$ cat src/rtl/slicem_ram_writer_pkg.sv
// Shared constants, address-field offsets and FSM state type for the
// slice LUT-RAM write initiator.
package slicem_pkg;

    localparam int S_XX_BASE_DEF = 4;
    localparam int NUM_LUTS_DEF  = 4;

    // Flat bit address layout: {higher_order_addr, write_lut_select, lut_addr}
    localparam int LUT_ADDR_OFS = 0;

    function automatic int sel_ofs(input int s_xx_base);
        return s_xx_base;
    endfunction

    function automatic int hoa_ofs(input int s_xx_base);
        return s_xx_base + 1;
    endfunction

    typedef enum logic [1:0] {
        IDLE   = 2'd0,
        WRITE  = 2'd1,
        VERIFY = 2'd2
    } wr_state_t;

endpackage

$ cat src/rtl/slicem_ram_writer_if.sv
// Word-wide write-request handshake between the host/config bus and the
// slice LUT-RAM writer.
interface slicem_ram_writer_if #(
    parameter int ADDR_W = 7,
    parameter int DATA_W = 8,
    parameter int LEN_W  = 3
) ();

    logic              req_valid;
    logic              req_ready;
    logic [ADDR_W-1:0] req_addr;
    logic [DATA_W-1:0] req_data;
    logic [LEN_W-1:0]  req_len;

    modport master (
        output req_valid, req_addr, req_data, req_len,
        input  req_ready
    );

    modport slave (
        input  req_valid, req_addr, req_data, req_len,
        output req_ready
    );

endinterface

$ cat src/rtl/slicem_ram_writer.sv
// Serializes word write requests into the slice's single-bit LUT-RAM port.
// Define SLICEM_WR_VERIFY_EN to add a read-back VERIFY cycle after every bit.
module slicem_ram_writer
    import slicem_pkg::*;
#(
    parameter int S_XX_BASE = S_XX_BASE_DEF,
    parameter int NUM_LUTS  = NUM_LUTS_DEF,
    parameter int MUX_LVLS  = $clog2(NUM_LUTS),
    parameter int ADDR_W    = MUX_LVLS + 1 + S_XX_BASE,
    parameter int DATA_W    = 8,
    parameter int LEN_W     = $clog2(DATA_W)
) (
    input  logic                 clk,
    input  logic                 rst,
    slicem_ram_writer_if.slave   req,
    output logic [S_XX_BASE-1:0] lut_addr,
    output logic                 write_lut_select,
    output logic [MUX_LVLS-1:0]  higher_order_addr,
    output logic                 data_in,
    output logic                 write_en,
    input  logic                 rd_bit,
    output logic                 busy,
    output logic                 done,
    output logic                 verify_err
);

    localparam int SEL_BIT = sel_ofs(S_XX_BASE);
    localparam int HOA_LSB = hoa_ofs(S_XX_BASE);

    wr_state_t         state_q, state_d;
    logic              accept, advance, finish, check_bit;

    logic [DATA_W-1:0] shift_q;
    logic [ADDR_W-1:0] next_addr_q;
    logic [LEN_W-1:0]  cnt_q;

    logic [ADDR_W-1:0] addr_out_q;
    logic              we_q, din_q, done_q, verr_q;

    // NOTE: sequential state uses <= so every register samples pre-edge values.
    always_ff @(posedge clk) begin
        if (rst) state_q <= IDLE;
        else     state_q <= state_d;
    end

    // NOTE: every always_comb output gets a default first, so no path infers a latch.
    always_comb begin
        state_d   = state_q;
        accept    = 1'b0;
        advance   = 1'b0;
        finish    = 1'b0;
        check_bit = 1'b0;
        case (state_q)
            IDLE: begin
                if (req.req_valid) begin
                    accept  = 1'b1;
                    state_d = WRITE;
                end
            end
            WRITE: begin
`ifdef SLICEM_WR_VERIFY_EN
                state_d = VERIFY;
`else
                if (cnt_q == '0) begin
                    finish  = 1'b1;
                    state_d = IDLE;
                end else begin
                    advance = 1'b1;
                end
`endif
            end
            VERIFY: begin
`ifdef SLICEM_WR_VERIFY_EN
                check_bit = 1'b1;
                if (cnt_q == '0) begin
                    finish  = 1'b1;
                    state_d = IDLE;
                end else begin
                    advance = 1'b1;
                    state_d = WRITE;
                end
`else
                state_d = IDLE;
`endif
            end
            default: state_d = IDLE;
        endcase
    end

    // NOTE: the working registers are loaded on every accept before use, so they carry no reset.
    always_ff @(posedge clk) begin
        if (accept) begin
            shift_q     <= req.req_data >> 1;
            next_addr_q <= req.req_addr + 1'b1;
            cnt_q       <= req.req_len;
        end else if (advance) begin
            shift_q     <= shift_q >> 1;
            next_addr_q <= next_addr_q + 1'b1;
            cnt_q       <= cnt_q - 1'b1;
        end
    end

    // Strobe, data and address are registered together so the slice sees them aligned.
    always_ff @(posedge clk) begin
        if (rst) begin
            we_q       <= 1'b0;
            din_q      <= 1'b0;
            addr_out_q <= '0;
            done_q     <= 1'b0;
            verr_q     <= 1'b0;
        end else begin
            we_q   <= accept | advance;
            done_q <= finish;
            if (accept) begin
                din_q      <= req.req_data[0];
                addr_out_q <= req.req_addr;
                verr_q     <= 1'b0;
            end else if (advance) begin
                din_q      <= shift_q[0];
                addr_out_q <= next_addr_q;
            end
            if (check_bit && (rd_bit != din_q)) verr_q <= 1'b1;
        end
    end

    assign req.req_ready      = (state_q == IDLE);
    assign busy               = (state_q != IDLE);
    assign write_en           = we_q;
    assign data_in            = din_q;
    assign done               = done_q;
    assign verify_err         = verr_q;
    assign lut_addr           = addr_out_q[S_XX_BASE-1:LUT_ADDR_OFS];
    assign write_lut_select   = addr_out_q[SEL_BIT];
    assign higher_order_addr  = addr_out_q[ADDR_W-1:HOA_LSB];

endmodule
$ cat src/flat_wrapper.sv
// flat-port wrapper written by rule: the top's interface ports become plain ports
module slicem_ram_writer_flat import slicem_pkg::*;
#(
    parameter int S_XX_BASE = S_XX_BASE_DEF,
    parameter int NUM_LUTS  = NUM_LUTS_DEF,
    parameter int MUX_LVLS  = $clog2(NUM_LUTS),
    parameter int ADDR_W    = MUX_LVLS + 1 + S_XX_BASE,
    parameter int DATA_W    = 8,
    parameter int LEN_W     = $clog2(DATA_W)
)
  (clk, rst, lut_addr, write_lut_select, higher_order_addr, data_in, write_en, rd_bit, busy, done, verify_err, req_req_valid, req_req_addr, req_req_data, req_req_len, req_req_ready);
  slicem_ram_writer_if #(.ADDR_W(ADDR_W), .DATA_W(DATA_W), .LEN_W(LEN_W)) req_i ();
  input  logic clk;
  input  logic rst;
  output logic [S_XX_BASE-1:0] lut_addr;
  output logic write_lut_select;
  output logic [MUX_LVLS-1:0] higher_order_addr;
  output logic data_in;
  output logic write_en;
  input  logic rd_bit;
  output logic busy;
  output logic done;
  output logic verify_err;
  input wire logic [$bits(req_i.req_valid)-1:0] req_req_valid;
  input wire logic [$bits(req_i.req_addr)-1:0] req_req_addr;
  input wire logic [$bits(req_i.req_data)-1:0] req_req_data;
  input wire logic [$bits(req_i.req_len)-1:0] req_req_len;
  output wire logic [$bits(req_i.req_ready)-1:0] req_req_ready;
  assign req_i.req_valid = req_req_valid;
  assign req_i.req_addr = req_req_addr;
  assign req_i.req_data = req_req_data;
  assign req_i.req_len = req_req_len;
  assign req_req_ready = req_i.req_ready;
  slicem_ram_writer #(.S_XX_BASE(S_XX_BASE), .NUM_LUTS(NUM_LUTS), .MUX_LVLS(MUX_LVLS), .ADDR_W(ADDR_W), .DATA_W(DATA_W), .LEN_W(LEN_W)) u_core (.clk(clk), .rst(rst), .req(req_i), .lut_addr(lut_addr), .write_lut_select(write_lut_select), .higher_order_addr(higher_order_addr), .data_in(data_in), .write_en(write_en), .rd_bit(rd_bit), .busy(busy), .done(done), .verify_err(verify_err));
endmodule
$ cat config.mk
export PLATFORM = sky130hd
export DESIGN_NAME = slicem_ram_writer_flat
export DESIGN_NICKNAME = d
export VERILOG_FILES = /design/src/rtl/slicem_ram_writer_pkg.sv /design/src/rtl/slicem_ram_writer_if.sv /design/src/rtl/slicem_ram_writer.sv /design/src/flat_wrapper.sv
export SDC_FILE = /design/constraint.sdc
export NUM_CORES = 1
export LEC_CHECK = 0
export CORE_MARGIN = 4
export CORE_UTILIZATION = 45
export DETAILED_ROUTE_END_ITERATION = 10
export PLACE_DENSITY = 0.75
export SLEW_MARGIN = 20
export SYNTH_ARGS = -nofsm -noshare
export SYNTH_HDL_FRONTEND = slang
export SYNTH_SLANG_ARGS = --single-unit
export TNS_END_PERCENT = 10
$ cat constraint.sdc
create_clock -name clk -period 2.9 [get_ports clk]
set_clock_uncertainty 0.15 [all_clocks]
set_input_delay 0.29 -clock clk [delete_from_list [all_inputs] [get_ports clk]]
set_output_delay 0.29 -clock clk [all_outputs]
set_load 0.01 [all_outputs]
==> results.json, run 1 <==
{
  "slew_viol_final": 0,
  "nets": 166,
  "synth-seq-cells": 28,
  "ioPinCount": 35,
  "syn_nets": 134,
  "overflow": 0,
  "path_delay_family": "compound AO/OA/AOI/OAI gates",
  "die_h_um": 62.3,
  "min_period_ps": 2170,
  "synth_edf_count": 17,
  "place.gp.congestion": 0.760,
  "r2r_cells": 7,
  "start_util_pct": 47.7,
  "ys_top_cells_by_count": "edfxtp_1 (17), nor2_1 (12), dfxtp_1 (11), a211oi_1 (8), mux2i_1 (8)",
  "routed_via_density": 5.15,
  "grt_pass1_vias": 907,
  "min_from": "u_core.addr_out_q[3]",
  "finalWorstSetupSlack_ps": 731,
  "synth_top_flop_cell": "edfxtp_1",
  "fin_setup_tns_ps": 0,
  "post-synth-top-area-cell": "edfxtp_1",
  "avgSynthCellArea_um2": 12.1,
  "synth_area_leaders": "edfxtp_1 (38%), dfxtp_1 (17%), mux2i_1 (6.0%), mux2_2 (5.9%), a211oi_1 (4.5%)",
  "yosysSeqAreaShare_pct": 55.1,
  "htreeDepth": 1,
  "p_clk_share_pct": 16.7,
  "fin_crit_sh_pct": 74.8,
  "cts_setup_buffers": 0,
  "outcome": "finished, final reports clean",
  "min-delay-path-class": "reg2reg",
  "drc": 0,
  "setup_viol": 0,
  "r2r_setup_slack_ps": 730,
  "required_ps": 2980,
  "r2r_start": "u_core.cnt_q[0]",
  "p_switching_mw": 0.252,
  "crit_chain": "inv_1 > ha_1 > nor2b_1 > o21ai_2 > buf_12 > nor2_1 > a211oi_1",
  "n_antenna_cell": 0,
  "ant_nets": 0,
  "num_vias": 886,
  "first_pass_iters": 4,
  "grt_pass1_wl_um": 4070,
  "dp_hpwl_um": 1730,
  "cp_max_fo": 18,
  "yosys.area.top_type_share_pct": 38.5,
  "worstReg2RegEnd": "u_core.addr_out_q[5]",
  "max_stage_delay_ps": 650,
  "maxSlewHeadroom_pct": 44.6,
  "die_w_um": 62.3,
  "p_int_mw": 0.693,
  "grt_max_degree": 31,
  "clock-sinks": 28,
  "drive_above_1_share_pct": 10.6,
  "clkLatencyLatePin_ps": 310,
  "ys_async_sr_fraction_pct": 0,
  "startpoint_type": "flip-flop",
  "routedWlPerCell_um": 13.2,
  "power_density_nw_per_um2": 562,
  "hold_end": "u_core.addr_out_q[3]",
  "cts_made_buffers": 3,
  "seqPwrFrac_pct": 56.5,
  "cts_resized": 0,
  "antenna_found_initial": 0,
  "hold_viol_final": 0,
  "cp.arrival_ps": 2250,
  "worst-slew-pin-transition_ps": 831,
  "hold_buffers": 0,
  "ctsRootBufferMaster": "clkbuf_4",
  "yosysWarnings": 0,
  "slowest_stage": "o21ai_2",
  "clkTransAtPathRegs_ps": 140,
  "rows": 19,
  "comb_power_share_pct": 26.8,
  "wirelength_um": 2270,
  "ys_types": 29,
  "dieArea_um2": 3880,
  "clock.fmax_ghz": 0.461,
  "area_growth_pct": 26.9,
  "max-vdd-ir-drop_mv": 0.369,
  "coreArea_um2": 2780,
  "post-synth-top-count-cell": "edfxtp_1",
  "rsz0062_at_grt": "no",
  "cap_violations": 0,
  "end_kind": "flip-flop",
  "io_buffer_count": 32,
  "whs_path_depth": 2,
  "drt_iter0_drc": 30,
  "grt_usage_pct": 12.6,
  "critPathKind": "reg2reg",
  "clock_path_buffers": 2,
  "switching_share_pct": 26.7,
  "syn_inst": 110,
  "cts_tree": "done",
  "p_leak_nw": 0.638,
  "syn_area_um2": 1330,
  "path_buf_inv": 2,
  "dp_slack_ps": 526
}
==> metal layers <==
metal / GRT usage (%) / vias up / share of wire (%)
li1: - / 458 / -
met1: 15.0 / 408 / 44
met2: 21.6 / 18 / 49
met3: 3.06 / 2 / 5.9
met4: 4.77 / 0 / 0.84
met5: 0 / - / 0
==> tightest hold or removal path: stages (launching register included) <==
cell and delay [ps]:
dfxtp_1 330, nor2_1 90, a211oi_1 50
==> power by group through the flow <==
| stage | sequential (mW) | combinational, mW | clock (mW) |
|---|---|---|---|
| 3_3_place_gp | 0.540 | 0.250 | 0 |
| 3_5_place_dp | 0.544 | 0.256 | 0 |
| 4_1_cts | 0.534 | 0.257 | 0.165 |
| 2_1_floorplan | 0.545 | 0.153 | 0 |
| 6_report | 0.534 | 0.254 | 0.158 |
| 5_1_grt | 0.542 | 0.282 | 0.183 |
==> worst max-delay path by stage <==
stage                       endpoint  slack, ps            start  cells after the start
2_1_floorplan        u_core.cnt_q[0]       1050  u_core.cnt_q[0]                      5
3_3_place_gp   u_core.next_addr_q[6]        560    req_req_valid                      5
3_5_place_dp   u_core.next_addr_q[5]        530    req_req_valid                      5
4_1_cts         u_core.addr_out_q[5]        720  u_core.cnt_q[0]                      7
5_1_grt         u_core.addr_out_q[5]        560  u_core.cnt_q[0]                      7
6_report        u_core.addr_out_q[5]        730  u_core.cnt_q[0]                      7
==> stage by stage <==
step	power [mW]	hold WS (ps)	area [um^2]	instances	util (%)
5_1_grt	1.01	389	1680	172	60.5
6_report	0.945	358	1680	172	60.5
2_1_floorplan	0.697	212	1330	110	-
4_1_cts	0.957	363	1680	172	60.5
3_5_place_dp	0.800	344	1660	168	59.6
3_3_place_gp	0.791	339	1660	168	59.6
==> layout by cell type (no fill, tap or decap), types with 4 or more instances in the layout <==
cell,netlist,final
a211oi_1,8,8
a21oi_1,4,4
clkdlybuf4s50_1,0,32
dfxtp_1,11,11
edfxtp_1,17,17
mux2_2,7,7
mux2i_1,8,8
nand2_1,5,5
nor2_1,12,12
xnor2_1,6,6
==> kinds of logic (layout without fill, tap and decap cells) <==
| kind of cell | Yosys count | count (layout) | share of synthesized area (%) |
|---|---|---|---|
| buffers and inverters | 9 | 40 | 4.53 |
| AOI/OAI and AO/OA | 17 | 17 | 8.30 |
| other | 1 | 1 | 0.283 |
| muxes | 16 | 16 | 13.0 |
| xor gates and xnor gates | 8 | 8 | 5.28 |
| adders and majority gates | 2 | 2 | 1.89 |
| DFF | 28 | 28 | 55.1 |
| and+or+nand+nor | 29 | 29 | 11.6 |
==> layout make-up <==
cell class / count / area [um^2]
clock buffers: 4 / 26.3
fillers: 242 / 1100
inverters: 3 / 11.3
multi-input cells: 73 / 536
flip-flops and latches: 28 / 731
well taps: 31 / 38.8
repair buffers: 33 / 340
==> state kept, by name, summed over array words and instances (netlist names) <==
register and cells:
u_core.addr_out_q 7, u_core.next_addr_q 7, u_core.shift_q 7, u_core.cnt_q 3, u_core.data_in 1, u_core.done 1
u_core.state_q 1, u_core.write_en 1
No activity file was read; power rests on OpenSTA's default activity.
==> inputs of run 2 (changes only) <==
CORE_UTILIZATION = 43   (was 45)
clock period = 1.84 ns   (was 2.9 ns; I/O delays follow)
==> results.json, run 2 (same netlist as run 1, synthesis figures left out) <==
{
  "grt_pass1_wl_um": 4440,
  "whs_path_depth": 2,
  "grt_pass1_vias": 989,
  "hold_buffers": 0,
  "worstReg2RegEnd": "u_core.addr_out_q[3]",
  "multiInputGateArea_um2": 536,
  "power_density_nw_per_um2": 863,
  "min-delay-path-class": "reg2reg",
  "clock.fmax_ghz": 0.589,
  "setup_viol": 0,
  "ctsRootBufferMaster": "clkbuf_4",
  "dp_hpwl_um": 1980,
  "regArea_um2": 731,
  "required_ps": 1510,
  "ioPinCount": 35,
  "clkLatencyLatePin_ps": 320,
  "rows": 19,
  "critPathKind": "reg2out",
  "hold_viol_final": 0,
  "ant_nets": 0,
  "routedWlPerCell_um": 14.2,
  "min_from": "u_core.addr_out_q[5]",
  "io_buffer_count": 32,
  "coreArea_um2": 2850,
  "startpoint_type": "flip-flop",
  "dieArea_um2": 4040,
  "setup.worst_path.start": "u_core.state_q[0]",
  "die_w_um": 63.5,
  "drc": 0,
  "p_leak_nw": 0.712,
  "antenna_found_initial": 0,
  "grt_max_degree": 21,
  "area_growth_pct": 36.9,
  "drive_above_1_share_pct": 17.6,
  "cts_made_buffers": 3,
  "cts_setup_buffers": 0,
  "r2r_start": "u_core.cnt_q[0]",
  "outcome": "finished, final reports clean",
  "cts_resized": 0,
  "place.gp.congestion": 0.789,
  "clock_path_buffers": 2,
  "r2r_setup_slack_ps": 150,
  "rsz0062_at_grt": "no",
  "grt_usage_pct": 13.7,
  "overflow": 0,
  "num_vias": 930,
  "reg_top3": "u_core.addr_out_q: 7 flops, u_core.next_addr_q: 7 flops, u_core.shift_q: 7 flops",
  "die_h_um": 63.5,
  "r2r_cells": 8,
  "nets": 178,
  "fin_setup_tns_ps": 0,
  "n_antenna_cell": 0,
  "fillerInstances": 232,
  "end_kind": "output port",
  "slew_viol_final": 0,
  "hold_end": "u_core.addr_out_q[5]",
  "cap_violations": 0,
  "start_util_pct": 46.5,
  "clock-sinks": 28,
  "final_common_cell": "clkdlybuf4s50_1",
  "wirelength_um": 2610,
  "htreeDepth": 1,
  "final_cell_mix": "clkdlybuf4s50_1 (32), edfxtp_1 (17), nor2_1 (12)",
  "hold_ws_ps": 359,
  "drt_iter0_drc": 27,
  "max-vdd-ir-drop_mv": 0.430,
  "cp_max_fo": 4,
  "routed_via_density": 5.05,
  "cp.arrival_ps": 1360,
  "clkTransAtPathRegs_ps": 140,
  "min_period_ps": 1700,
  "power_mw": 1.57,
  "fin_crit_sh_pct": 92.2,
  "cts_tree": "done",
  "first_pass_iters": 4
}
## run 2: cell count changes in the layout (fill, tap and decap cells not counted)
| cell | delta |
|---|---|
| buf_12 | +2 |
| buf_4 | +9 |
| clkbuf_16 | +1 |
## run 2: power by group
part | internal, mW | switching (mW)
Clock | 0.0847 | 0.169
Sequential | 0.791 | 0.0512
Combinational | 0.270 | 0.202
Total | 1.15 | 0.422
## run 2: final cells by class
class | count | share of cell area [%]
Tap cell | 31 | 2.14
Clock buffer | 4 | 1.45
Timing Repair Buffer | 45 | 26.1
Sequential cell | 28 | 40.2
Multi-Input combinational cell | 73 | 29.5
Inverter | 3 | 0.620
## run 2: worst max-delay path by stage
stage,endpoint,slack [ps],depth (start not counted)
after floorplan,u_core.cnt_q[0],120,5
after global placement,u_core.next_addr_q[5],-70,5
after detailed placement,u_core.next_addr_q[6],-90,5
after CTS,req_req_ready,120,2
after global routing,u_core.data_in,10,7
final,req_req_ready,140,2
## run 2: critical path, cell delays in order (launching register included)
cell             delay (ps)
dfxtp_1                 360
inv_1                   130
clkdlybuf4s50_1         560
## run 2: through the flow
step / setup WS, ps / area [um^2] / cells / utilization [%]
floorplan: 117 / 1330 / 110 / -
global placement: -68.3 / 1760 / 178 / 61.6
detailed placement: -87.6 / 1760 / 178 / 61.6
CTS: 124 / 1780 / 182 / 62.5
global route: 11.9 / 1820 / 184 / 63.6
finish: 143 / 1820 / 184 / 63.6
## run 2: metal layers
layer	wire [um]	global-route usage [%]	share of wire (%)	vias up
met4	19	4.85	0.73	0
met2	1340	23.9	51	32
met3	193	3.37	7.4	2
met5	0	0	0	-
met1	1050	16.3	40	414
li1	-	-	-	482
